File: src/rtl/i2s_pkg.sv
// Shared constants and types for the I2S receive front end and the
// downstream mask stage.
package i2s_pkg;

  localparam int          I2S_WORD_W    = 32;
  localparam int          I2S_IDX_W     = 16;
  localparam logic [31:0] I2S_SYNC_WORD = 32'hA5A5_5A5A;

  localparam logic CHAN_LEFT  = 1'b0;
  localparam logic CHAN_RIGHT = 1'b1;

  typedef enum logic [1:0] {
    RX_UNPRIMED = 2'd0,
    RX_HUNT     = 2'd1,
    RX_LOCKED   = 2'd2
  } rx_state_e;

endpackage

File: src/rtl/i2s_slot_shifter.sv
// Collects serial bits of one I2S slot and presents the MSB-aligned word,
// its length and its channel on the WS-change edge that ends the slot.
module i2s_slot_shifter
  import i2s_pkg::*;
#(
  parameter int WORD_W = I2S_WORD_W,
  parameter int CNT_W  = $clog2(WORD_W + 2)
) (
  input  logic              clk,
  input  logic              rst,
  input  logic              i2s_ws,
  input  logic              i2s_data,
  output logic              slot_done,
  output logic              slot_chan,
  output logic [WORD_W-1:0] slot_word,
  output logic [CNT_W-1:0]  slot_len
);

  localparam logic [CNT_W-1:0] FULL_CNT = CNT_W'(WORD_W);
  localparam logic [CNT_W-1:0] MSB_POS  = CNT_W'(WORD_W - 1);

  logic              ws_q_r;
  logic [CNT_W-1:0]  bit_cnt_r;
  logic [WORD_W-1:0] shift_r;
  logic              ws_edge_s;
  logic [WORD_W-1:0] appended_s;

  // Slot completion view: the bit on the WS-change edge is the LSB of the ending slot.
  always_comb begin
    ws_edge_s  = (i2s_ws != ws_q_r);
    appended_s = {shift_r[WORD_W-2:0], i2s_data};
    if (bit_cnt_r < FULL_CNT) begin
      slot_word = appended_s << (MSB_POS - bit_cnt_r);
    end else begin
      slot_word = shift_r;
    end
    slot_done = ws_edge_s;
    slot_chan = ws_q_r;
    slot_len  = bit_cnt_r + CNT_W'(1);
  end

  // Shift register and saturating bit counter for the slot in progress.
  always_ff @(posedge clk) begin
    if (rst) begin
      ws_q_r    <= 1'b0;
      bit_cnt_r <= '0;
      shift_r   <= '0;
    end else begin
      ws_q_r <= i2s_ws;
      if (ws_edge_s) begin
        bit_cnt_r <= '0;
        shift_r   <= '0;
      end else if (bit_cnt_r < FULL_CNT) begin
        bit_cnt_r <= bit_cnt_r + CNT_W'(1);
        shift_r   <= {shift_r[WORD_W-2:0], i2s_data};
      end else begin
        bit_cnt_r <= bit_cnt_r;
        shift_r   <= shift_r;
      end
    end
  end

endmodule

File: src/rtl/i2s_word_rx.sv
// I2S word receiver: deserialises slots, locks on a left-slot sync word and
// delivers numbered data words with a one-cycle valid strobe.
module i2s_word_rx
  import i2s_pkg::*;
#(
  parameter int          WORD_W    = I2S_WORD_W,
  parameter int          IDX_W     = I2S_IDX_W,
  parameter logic [31:0] SYNC_WORD = I2S_SYNC_WORD
) (
  input  logic              i2s_clk,
  input  logic              rst,
  input  logic              i2s_ws,
  input  logic              i2s_data,
  output logic [WORD_W-1:0] word_data,
  output logic              word_valid,
  output logic              word_chan,
  output logic [IDX_W-1:0]  word_idx,
  output logic              frame_start,
  output logic              locked,
  output logic              fmt_err
);

  localparam int                CNT_W    = $clog2(WORD_W + 2);
  localparam logic [CNT_W-1:0]  FULL_LEN = CNT_W'(WORD_W);
  localparam logic [WORD_W-1:0] SYNC_VAL = SYNC_WORD[WORD_W-1:0];

  logic              slot_done_s;
  logic              slot_chan_s;
  logic [WORD_W-1:0] slot_word_s;
  logic [CNT_W-1:0]  slot_len_s;
  logic              len_ok_s;
  logic              sync_s;

  rx_state_e         state_r;
  logic              pend_start_r;
  logic [IDX_W-1:0]  idx_cnt_r;

  i2s_slot_shifter #(
    .WORD_W (WORD_W),
    .CNT_W  (CNT_W)
  ) u_shifter (
    .clk       (i2s_clk),
    .rst       (rst),
    .i2s_ws    (i2s_ws),
    .i2s_data  (i2s_data),
    .slot_done (slot_done_s),
    .slot_chan (slot_chan_s),
    .slot_word (slot_word_s),
    .slot_len  (slot_len_s)
  );

  // Slot classification; a sync word only counts in a full-length left slot.
  always_comb begin
    len_ok_s = (slot_len_s == FULL_LEN);
    sync_s   = len_ok_s && (slot_word_s == SYNC_VAL) && (slot_chan_s == CHAN_LEFT);
  end

  // Lock tracking, word numbering and registered delivery outputs.
  always_ff @(posedge i2s_clk) begin
    if (rst) begin
      state_r      <= RX_UNPRIMED;
      pend_start_r <= 1'b0;
      idx_cnt_r    <= '0;
      word_data    <= '0;
      word_valid   <= 1'b0;
      word_chan    <= 1'b0;
      word_idx     <= '0;
      frame_start  <= 1'b0;
      locked       <= 1'b0;
      fmt_err      <= 1'b0;
    end else begin
      word_valid  <= 1'b0;
      frame_start <= 1'b0;
      fmt_err     <= 1'b0;
      if (slot_done_s) begin
        case (state_r)
          // The first slot after reset is partial and is thrown away.
          RX_UNPRIMED: begin
            state_r <= RX_HUNT;
          end
          RX_HUNT, RX_LOCKED: begin
            if (!len_ok_s) begin
              fmt_err      <= 1'b1;
              locked       <= 1'b0;
              pend_start_r <= 1'b0;
              state_r      <= RX_HUNT;
            end else if (sync_s) begin
              locked       <= 1'b1;
              pend_start_r <= 1'b1;
              idx_cnt_r    <= '0;
              state_r      <= RX_LOCKED;
            end else if (state_r == RX_LOCKED) begin
              word_valid   <= 1'b1;
              word_data    <= slot_word_s;
              word_chan    <= slot_chan_s;
              word_idx     <= idx_cnt_r;
              frame_start  <= pend_start_r;
              pend_start_r <= 1'b0;
              idx_cnt_r    <= idx_cnt_r + IDX_W'(1);
            end else begin
              state_r <= RX_HUNT;
            end
          end
          default: begin
            state_r      <= RX_UNPRIMED;
            locked       <= 1'b0;
            pend_start_r <= 1'b0;
          end
        endcase
      end else begin
        state_r <= state_r;
      end
    end
  end

endmodule

File: config.mk
export PLATFORM = sky130hd
export DESIGN_NAME = i2s_word_rx
export DESIGN_NICKNAME = d
export VERILOG_FILES = /design/src/rtl/i2s_pkg.sv /design/src/rtl/i2s_slot_shifter.sv /design/src/rtl/i2s_word_rx.sv
export SDC_FILE = /design/constraint.sdc
export NUM_CORES = 1
export LEC_CHECK = 0
export CAP_MARGIN = 20
export CELL_PAD_IN_SITES_DETAIL_PLACEMENT = 1
export CELL_PAD_IN_SITES_GLOBAL_PLACEMENT = 2
export CORE_MARGIN = 5
export CORE_UTILIZATION = 40
export CTS_CLUSTER_DIAMETER = 50
export DETAILED_ROUTE_END_ITERATION = 10
export PLACE_DENSITY_LB_ADDON = 0.1
export SLEW_MARGIN = 15
export SYNTH_ARGS = -nofsm -noshare
export SYNTH_HDL_FRONTEND = slang
export SYNTH_SLANG_ARGS = --single-unit
export TNS_END_PERCENT = 5
File: constraint.sdc
create_clock -name i2s_clk -period 9.61 [get_ports i2s_clk]
set_input_delay 1.922 -clock i2s_clk [delete_from_list [all_inputs] [get_ports i2s_clk]]
set_output_delay 1.922 -clock i2s_clk [all_outputs]
set_load 0.02 [all_outputs]
== Word-level counts from Yosys, hierarchy flattened ==
Index checks and enable logic that the tools add are counted.
W data, S select, Z words.
Operators by class
  add/subtract/negate cells: 3
  multipliers: 0
  divide/modulo/power cells: 0
  order comparisons: 1
  eq/ne operators: 8
  shift-type cells: 1
  mux-type cells: 16
  bitwise operators: 7
  reduce and logical (&&, ||, !) cells: 14
Operator list (count)
  $eq A32 B32 Y1 const B: 1
  $mux W16: 2
  $mux W32: 1
  $shl A32 B6 Y32: 1
  $add A16 B1 Y16 const B: 1
  $ne A4 B4 Y1 const B: 2
  $mux W1: 7
  $not A1 Y1: 7
  $add A6 B1 Y6 const B: 1
  $eq A6 B6 Y1 const B: 1
  $lt A6 B6 Y1 const B: 1
  $mux W2: 3
  $reduce_and A3 Y1: 2
  $reduce_or A6 Y1: 1
  $sub A5 B6 Y6 const A: 1
  $reduce_and A5 Y1: 1
  $reduce_or A5 Y1: 1
  $pmux W1 S2: 2
  $pmux W2 S2: 1
  $reduce_and A4 Y1: 1
  $reduce_or A2 Y1: 2
  $ne A3 B3 Y1 const B: 1
  $reduce_or A3 Y1: 1
  $eq A2 B1 Y1 const B: 1
  other kinds (6): 7
Word-level totals
  bits in registers: 111
  latch bits: 0
  memory bits (writable): 0
  memory bits (read-only): 0
  input port bits: 4
  memories kept: 0

== Longest topological paths before layout ==
  word-level depth: 9
  gate-level depth with buffers: 15

== Cells and area by module ==
From an unflattened synthesis, not the netlist that was laid out.
Unflattened totals
  cell total of the unflattened synthesis: 829
  area total of the unflattened synthesis: 6573.8 um^2
By module, submodules not included
  i2s_slot_shifter: times used 1, cells an instance 432, area each 3311.9 um^2, seq. area each 780.7 um^2
  i2s_word_rx: times used 1, cells an instance 397, area each 3261.9 um^2, seq. area each 1441.4 um^2

== Worst setup path after synthesis ==
Ideal clock, no wire load.
  kind: input to register
  start point: input i2s_data
  end point: register idx_cnt_r[4]
  data arrival time: 4160 ps
  path slack: 5319 ps
  cell stages on the path: 10
  buffers on the path: 1
  cells stage by stage: mux4_2 mux2i_1 mux2_2 a222oi_1 or4_1 nor4_4 and2_1 buf_2 o21a_1 a311oi_1
Between the ends
  word-level cells in the longest chain between the ends: 7
RTL lines
  start: declaration: line i2s_word_rx.sv:13  | input logic i2s_data,
  $shl A32 B6 Y32 (*): line i2s_slot_shifter.sv:33  | slot_word = appended_s << (MSB_POS - bit_cnt_r);
  $mux W32 (*): line i2s_slot_shifter.sv:32  | if (bit_cnt_r < FULL_CNT) begin
  $eq A32 B32 Y1 (*): line i2s_word_rx.sv:55  | sync_s = len_ok_s && (slot_word_s == SYNC_VAL) && (slot_chan_s == CHAN_LEFT);
  $logic_and A1 B1 Y1 (*) (2 in a row): line i2s_word_rx.sv:55
  $reduce_bool A2 Y1 (no source line)
  $reduce_and A4 Y1 (no source line)
  end signal: assignment: line i2s_word_rx.sv:99  | idx_cnt_r <= idx_cnt_r + IDX_W'(1);
  end: declaration: line i2s_word_rx.sv:36  | logic [IDX_W-1:0] idx_cnt_r;
Every way passes the cells marked *; elsewhere a longest branch is shown, timed or not.
A chain may end at the register's enable or synchronous reset.

== Final worst setup path ==
  start point: input i2s_data
  end point: register word_data[10]
Between the ends
  word-level cells in the longest chain between the ends: 7
RTL lines
  $shl A32 B6 Y32 (*): line i2s_slot_shifter.sv:33
  $mux W32 (*): line i2s_slot_shifter.sv:32
  $eq A32 B32 Y1: line i2s_word_rx.sv:55
  $logic_and A1 B1 Y1 (2 in a row): line i2s_word_rx.sv:55
  $not A1 Y1 (no source line)
  $reduce_and A5 Y1 (no source line)
  end signal: assignment: line i2s_word_rx.sv:94  | word_data <= slot_word_s;
  end: declaration: line i2s_word_rx.sv:14  | output logic [WORD_W-1:0] word_data,
Marks and branches as above.

==> results_dict.tcl <==
set metrics [dict create \
    synthCells 775 \
    clock_skew_ns 0.0112 \
    layout-drive-gt1-share_pct 12.0 \
    die_h_um 144 \
    yosysWarnings 0 \
    grt_pass1_wl_um 40000 \
    async_flop_share_pct 0 \
    synth-simple-area-share_pct 18.1 \
    dr.pass1.iters 5 \
    tritoncts "yes" \
    rsz0062_at_grt "no" \
    synthMuxAreaShare_pct 27.5 \
    max_freq_mhz 181 \
    antenna_cells 0 \
    num_rows 49 \
    dp_hpwl_um 17900 \
    initial_utilization_pct 40.4 \
    ff2ff_path_depth 11 \
    synth-xor-area-share_pct 1.58 \
    cts.sink_count 111 \
    dr.max_layer_used "met4" \
    worstPathArrival_ns 5.73 \
    vias 6210 \
    finalHoldViolCount 0 \
    p_sw_share_pct 26.5 \
    port_buffers 56 \
    critPathKind "in -> reg" \
    wl_per_cell_um 25.0 \
    gr-total-overflow 0 \
    clkTransAtPathRegs_ns 0.08 \
    synth.area.top_cells "dfxtp_1 31%, mux2i_1 13%, mux4_2 13%" \
    r2r-start "u_shifter.bit_cnt_r[1]" \
    io-pin-count 57 \
    ys.flop_type "dfxtp_1" \
    required_ns 9.83 \
    die_w_um 144 \
    hold_buffers 0 \
    worstPathMaxFanout 66 \
    synth_compound_area_share_pct 14.1 \
    ant_nets 0 \
    hold_class "reg -> reg" \
    synth_adder_area_share_pct 1.39 \
    placed_cell_area_um2 7700 \
    wl_met2_um 11100 \
    leakagePower_nw 2.49 \
    place_ws_ns 3.76 \
    path_buf_inv 2 \
    cp-end-kind "flop" \
    worst_slack_ns 4.10 \
    crit_path_cell_trace "clkdlybuf4s50_1 > mux4_2 > mux2i_1 > or3_1 > a41oi_1 > or2_1 > nor4_4 > a21oi_4 > buf_4 > mux2i_1 > nor2_1" \
    synth_seq_area_share_pct 30.8 \
    grt_pass1_vias 6507 \
    synth_nets 787 \
    hold_path_depth 1 \
    fin_setup_tns_ns 0 \
    synth_edf_count 0 \
    grt_usage_pct 24.9 \
    cts_root_buf "clkbuf_16" \
    seqPwrFrac_pct 51.1 \
    ir_drop_mv 0.0758 \
    clkPwrFrac_pct 41.4 \
    status "finished, final reports clean" \
    cpMaxStageDelayCell "clkdlybuf4s50_1" \
    slew_headroom_pct 31.1 \
    ys_types 74 \
    stdcell_area_um2 8010 \
    finalPower_mw 0.913 \
    num-nets-final 788 \
    cts_buffers 9 \
    drv_cap 0 \
    die_area_um2 20800 \
    hold_start "pend_start_r" \
    htreeDepth 3 \
    r2r-end "word_data[10]" \
    synth_top_family_by_area "multiplexers" \
    finalSetupViolCount 0 \
    min_to "frame_start" \
    wl_met1_um 12000 \
    internal_power_mw 0.671 \
    syn_to_final_growth_pct 11.1 \
    critPathMaxStageDelay_ns 0.65 \
    worstMarginPinSlew_ns 1.03 \
    coreArea_um2 17800 \
    pwr-share-comb_pct 7.5 \
    start_kind "input pin" \
    drtIter0Drc 593 \
    yosysTopAreaCellShare_pct 30.8 \
    maxSlewViolCount 0 \
    crit_family "multiplexers" \
    post-route-drc-count 0 \
    min_period_ns 5.51 \
    synthesis.area_um2 7210 \
    cts-resized-gates 0 \
    via_per_inst 6.15 \
    insertion_delay_ns 0.36 \
    clockBufferDepth 2 \
    finalCritPeriodShare_pct 57.4 \
    synth.avg_cell_area_um2 9.30 \
    place.gp.congestion 0.965 \
    yosysTopAreaCell "dfxtp_1" \
    p_switching_mw 0.242 \
    postCtsSetupRepairBufs 0 \
    dr_wl_met3_um 1550 \
    crit_top_cell "mux2i_1" \
    wirelength_um 25300 \
    synth-seq-cells 111 \
    grt_max_degree 71 \
    power.density_nw_per_um2 114 \
    r2r_slack_ns 5.08 \
    antenna_found_initial 0 \
]
-- state kept, by name (all words and copies together), names as in the netlist --
signal               count
fmt_err                  1
frame_start              1
idx_cnt_r               16
locked                   1
pend_start_r             1
state_r                  2
u_shifter.bit_cnt_r      6
u_shifter.shift_r       32
u_shifter.slot_chan      1
word_chan                1
word_data               32
word_idx                16
word_valid               1
-- Yosys cell counts, drive strengths merged, types with 4 or more instances --
cell type,n
mux4,41
mux2i,94
a21oi,44
o21ai,9
clkbuf,34
o21a,4
nand2,80
a31oi,4
a211oi,19
inv,7
nor3,6
nor2b,11
and2,7
xor2,8
a311oi,8
nand4,8
and3,11
nor4,4
mux2,10
xnor2,5
a21o,4
nor2,100
ha,8
a22oi,9
buf,43
nand3,13
dfxtp,111
nand2b,9
-- routing by layer --
metal | up-vias | global-route usage, %
met5 | - | 0
met4 | 0 | 7.81
met3 | 41 | 4.33
met2 | 186 | 37.4
met1 | 3138 | 36.6
li1 | 2845 | -
-- cells in the final DEF, fill, tap and decap left out, types with 10 or more instances in the layout --
| cell type | netlist | routed |
|---|---|---|
| dfxtp_1 | 111 | 107 |
| mux4_2 | 41 | 41 |
| and3_1 | 11 | 11 |
| a211oi_1 | 16 | 16 |
| nor2b_1 | 11 | 11 |
| nand2_1 | 80 | 80 |
| mux2i_1 | 94 | 94 |
| buf_4 | 4 | 10 |
| a21oi_1 | 43 | 43 |
| clkdlybuf4s50_1 | 0 | 55 |
| nand3_1 | 13 | 13 |
| nor2_1 | 100 | 100 |
-- final cells by class --
type                       count  area, um^2
fill                        2026        9830
clock inverter                 6        62.6
tap                          229         287
clock buffer                  10         229
inverter                       8        30.0
sequential                   111        2230
multi-input combinational    579        4530
timing repair buffer          67         643
-- stage by stage --
step,instances,utilization (%),hold slack [ns]
finish,1010,44.9,0.494
global route,1010,44.9,0.506
CTS,1009,44.8,0.493
detailed placement,993,43.2,0.479
global placement,993,43.2,0.473
floorplan,775,-,0.446
-- logic make-up (layout without fill, tap and decap cells) --
group	after synthesis	count (layout)
xor gates and xnor gates	13	13
AOI/OAI and AO/OA	142	142
and+or+nand+nor	271	271
adders and majority gates	8	8
DFF	111	111
muxes	145	145
buffers and inverters	85	91
-- worst max path at each step --
stage | start | endpoint | cells after the start
global placement | i2s_data | word_data[4] | 11
CTS | i2s_data | word_data[10] | 11
floorplan | i2s_data | idx_cnt_r[4] | 10
global route | i2s_data | word_data[10] | 11
detailed placement | i2s_data | word_data[10] | 11
finish | i2s_data | word_data[10] | 11
-- power by group through the flow --
stage | clock (mW) | sequential [mW] | combinational (mW)
2_1_floorplan | 0 | 0.475 | 0.0574
3_3_place_gp | 0 | 0.477 | 0.0669
3_5_place_dp | 0 | 0.477 | 0.0683
4_1_cts | 0.390 | 0.466 | 0.0684
5_1_grt | 0.409 | 0.467 | 0.0730
6_report | 0.378 | 0.466 | 0.0683
-- worst register-to-register path, cell delays in order (launching register included) --
cell and delay (ns):
dfxtp_4 0.37, buf_4 0.76, mux4_2 0.68, mux2i_1 0.43
or3_1 0.19, a41oi_1 0.26, or2_1 0.35, nor4_4 0.49
a21oi_4 0.09, buf_4 0.40, mux2i_1 0.30, nor2_1 0.06
Note: power is estimated with default switching activity, not from simulation.
==> RTL change 1, RTL diff (same settings) <==
Encoding of `rx_state_e`: now one-hot (3 bits for 3 states).
--- a/src/rtl/i2s_pkg.sv
+++ b/src/rtl/i2s_pkg.sv
@@ -10,8 +10,8 @@
   localparam logic CHAN_RIGHT = 1'b1;
 
-  typedef enum logic [1:0] {
-    RX_UNPRIMED = 2'd0,
-    RX_HUNT     = 2'd1,
-    RX_LOCKED   = 2'd2
+  typedef enum logic [2:0] {
+    RX_UNPRIMED = 3'b001,
+    RX_HUNT     = 3'b010,
+    RX_LOCKED   = 3'b100
   } rx_state_e;
 
Behaviour: no difference found for any inputs over 10 cycles, from zero or initial values and one cycle with rst high; not proved beyond that.
==> RTL change 1 against the unedited design <==
Final area rose by 5.2%; sequential power increased by 1%; clock power rose by 3%; total power rose by 2.7%; routed wire length rose by 8.2%; sequential cell count up 1; non-clock buffer count decreased by 1; first-iteration DRC count rose by 6.6%; setup slack got worse by 0.74 ns; via count increased by 12%; area after synthesis rose by 5.4%; critical path type unchanged; largest cell class unchanged.
==> RTL change 1: results (changes against the unedited design) <==
{| class="wikitable"
! Metric !! Value
|-
| Outcome || completed
|-
| Launching point of the worst reg2reg path || u_shifter.bit_cnt_r[5]
|-
| Half-perimeter wire length after placement || 18900 um (+5.7%)
|-
| # nets final || 878 (+11%)
|-
| Average cell area after synthesis || 8.64 um2 (-7.2%)
|-
| First DRT Iteration DRCs || 632 (+6.6%)
|-
| Top post-synthesis cells by count || 112 x sky130_fd_sc_hd__dfxtp_1, 110 x sky130_fd_sc_hd__mux2i_1, 105 x sky130_fd_sc_hd__nand2_1
|-
| Worst R2R End || idx_cnt_r[0]
|-
| Multiplexer share of the synthesized area || 0.271 (-0.00341)
|-
| Share of the yosys chip area belonging to registers || 0.295 (-0.0132)
|-
| R2R depth || 10 (-1)
|-
| Post-synthesis adder-cell area fraction || 0.00494 (-0.00894)
|-
| Overall via count from detail_route || 6986 (+12%)
|-
| Grt met1 use || 0.355 (-0.0103)
|-
| Overall routing resource usage || 0.248 (-0.000879)
|-
| Drt total wl || 27300 um (+8.2%)
|-
| Met3 Routed Length || 1600 um (+3.0%)
|-
| Met2 GRT Util || 0.388 (+0.0136)
|-
| Fin Clk Skew || 0.0104 ns (-0.000865 ns)
|-
| Compound-cell area share of the yosys netlist || 0.142 (+0.000490)
|-
| Cell Count, Final, Fillers Out || 1110 (+9.9%)
|-
| Synth top area cells || sky130_fd_sc_hd__dfxtp_1 30%, sky130_fd_sc_hd__mux2i_1 14%, sky130_fd_sc_hd__mux4_2 10%
|-
| Leak pwr || 2.58 nW (+3.8%)
|-
| First-pass GRT wire length || 42800 um (+7.0%)
|-
| Library cells used by synthesis || 78 (+5.4%)
|-
| Max incr delay on CP || 0.90 ns (+0.25 ns)
|-
| Layout cells sized above 1 || 0.108 (-0.0119)
|-
| Worst slack at placement || 3.03 ns (-0.732 ns)
|-
| Transition at the pin with the smallest max-transition slack || 1.08 ns (+0.0480 ns)
|-
| Slowest stage cell, crit path || sky130_fd_sc_hd__o21ai_1
|-
| Syn Nets || 887 (+13%)
|-
| Top delay family on crit path || simple AND/OR/NAND/NOR gates
|-
| Setup slack, reg-to-reg || 4.47 ns (-0.61 ns)
|-
| Synth Area in XOR/XNOR || 0.00922 (-0.00657)
|}
==> RTL change 1: cell types whose count changed in the layout (fill, tap and decap cells not counted), sizes merged, moves of 12 or more <==
| cell | change |
|---|---|
| a211oi | -17 |
| mux2i | +16 |
| nand2 | +25 |
| nand3 | +13 |
| nor3 | +12 |
| o21ai | +15 |
| o31ai | +12 |
==> RTL change 1: cells by family (layout without fill, tap and decap cells) <==
kind of cell,count (synthesis),count (layout)
XOR/XNOR,8,8
adder cells (fa/ha/maj),3,3
multiplexers,161,161
flip-flops,112,112
buffers and inverters,106,102
AND/OR/NAND/NOR,332,332
AO/OA/AOI/OAI,158,158
==> RTL change 1: power breakdown <==
| part | total (mW) | leakage (nW) | switching, mW | internal, mW |
|---|---|---|---|---|
| logic | 0.0770 | 1.53 | 0.0497 | 0.0273 |
| clock network | 0.388 | 0.150 | 0.192 | 0.196 |
| registers | 0.472 | 0.906 | 0.00637 | 0.466 |
| total | 0.937 | 2.58 | 0.248 | 0.689 |
==> RTL change 1: worst max-delay path by stage <==
stage | endpoint | depth (start not counted) | slack, ns
floorplan | word_data[25] | 11 | 5.16
CTS | idx_cnt_r[0] | 10 | 3.39
global placement | idx_cnt_r[0] | 10 | 3.12
finish | idx_cnt_r[0] | 10 | 3.35
detailed placement | idx_cnt_r[10] | 10 | 3.03
global route | idx_cnt_r[0] | 10 | 3.11
==> RTL change 1: layout make-up <==
cell class / instances / area (um2)
Clock buffer: 11 / 253
Clock inverter: 5 / 46.3
Fill cell: 2178 / 10300
Inverter: 20 / 75.1
Multi-Input combinational cell: 662 / 4850
Sequential cell: 112 / 2250
Tap cell: 234 / 293
Timing Repair Buffer: 66 / 651
==> RTL change 2, RTL diff (config.mk and constraints unchanged) <==
Without the edit above. Change the package constant `I2S_WORD_W` from 32 to 16.
--- a/src/rtl/i2s_pkg.sv
+++ b/src/rtl/i2s_pkg.sv
@@ -3,5 +3,5 @@
 package i2s_pkg;
 
-  localparam int          I2S_WORD_W    = 32;
+  localparam int          I2S_WORD_W    = 16;
   localparam int          I2S_IDX_W     = 16;
   localparam logic [31:0] I2S_SYNC_WORD = 32'hA5A5_5A5A;
Ports: changed (resized word_data); port bits go from 57 to 41. No check against the original RTL was run, so the function may have changed too.
==> RTL change 2 against the unedited design <==
Area after synthesis is 38% lower; first-iteration DRC count is 43% lower; final area is 35% lower; total power is 21% lower; critical endpoint is now word_data[0]; routed wire length is 47% lower; clock power is 7.9% lower; maximum frequency is 9.1% higher; setup slack better by 0.46 ns; sequential cell count is 33 lower.
==> RTL change 2: results (changes against the unedited design) <==
{| class="wikitable"
! Metric !! Value
|-
| Routability cong. || 0.886 (-8.2%)
|-
| Worst slack at placement || 4.20 ns (+0.445 ns)
|-
| Clock-pin slew on the worst setup and hold paths || 0.06 ns (-0.02 ns)
|-
| Met2 GRT Util || 0.314 (-0.0602)
|-
| Power in combinational cells || 0.0477 mW (-30%)
|-
| IR drop worst, VDD || 0.0770 mV (+1.7%)
|-
| Filler cells || 1280 (-37%)
|-
| Worst R2R End || word_data[0]
|-
| Synth Area in XOR/XNOR || 0.0273 (+0.0115)
|-
| Drt total wl || 13400 um (-47%)
|-
| R2R depth || 9 (-2)
|-
| Net Sw Frac || 0.245 (-0.0201)
|-
| Met3 usage in global routing || 0.0324 (-0.0109)
|-
| Max incr delay on CP || 0.52 ns (-0.13 ns)
|-
| First DRT Iteration DRCs || 339 (-43%)
|-
| Routed length on met1 || 6860 um (-43%)
|-
| Outcome || completed
|-
| Compound-cell area share of the yosys netlist || 0.134 (-0.00750)
|-
| Clock insertion delay at the later pin of the skew report || 0.34 ns (-0.02 ns)
|-
| Library cells used by synthesis || 69 (-6.8%)
|-
| Maximum number of pins on one net before global-route repair || 58 (-18%)
|-
| First-pass GRT wire length || 21900 um (-45%)
|-
| Per-cell routed wire length || 19.7 um (-21%)
|-
| Total of buffers placed on input and output ports || 40 (-29%)
|-
| Grt met1 use || 0.303 (-0.0626)
|-
| Fin Clk Skew || 0.00640 ns (-0.00483 ns)
|-
| Number of global-route vias before repair || 3973 (-39%)
|-
| Cell count after placement || 664 (-33%)
|-
| Multiplexer share of the synthesized area || 0.178 (-0.0972)
|-
| End point of the critical path || word_data[0]
|-
| Leak pwr || 1.76 nW (-29%)
|-
| Number of cells on the worst hold path || 2 (+1)
|-
| Half-perimeter wire length after placement || 9480 um (-47%)
|-
| Worst hold-check slack || 0.462 ns (-0.0317 ns)
|-
| Total number of cells along the worst setup path || 9 (-2)
|-
| Worst hold path startpoint || word_data[9]
|-
| Post-synthesis adder-cell area fraction || 0.0223 (+0.00838)
|-
| Tightest slew margin relative to the limit || 0.451 (+0.139)
|}
[RTL change 2: cell types whose count changed after synthesis, moves of 8 or more]
cell	before	now
sky130_fd_sc_hd__a211oi_1	16	3
sky130_fd_sc_hd__a21oi_1	43	17
sky130_fd_sc_hd__a311oi_1	8	0
sky130_fd_sc_hd__buf_6	15	4
sky130_fd_sc_hd__clkbuf_1	34	18
sky130_fd_sc_hd__dfxtp_1	111	78
sky130_fd_sc_hd__mux2i_1	94	43
sky130_fd_sc_hd__mux4_2	41	7
sky130_fd_sc_hd__nor2_1	100	23
sky130_fd_sc_hd__nor3_1	6	23
[RTL change 2: area by class of cell]
type / instances / area [um2] / share of cell area
Clock inverter: 6 / 70.1 / 0.0134
Clock buffer: 10 / 229 / 0.0437
Sequential cell: 78 / 1560 / 0.298
Inverter: 7 / 26.3 / 0.00502
Multi-Input combinational cell: 390 / 2700 / 0.517
Timing Repair Buffer: 49 / 468 / 0.0894
Tap cell: 140 / 175 / 0.0335
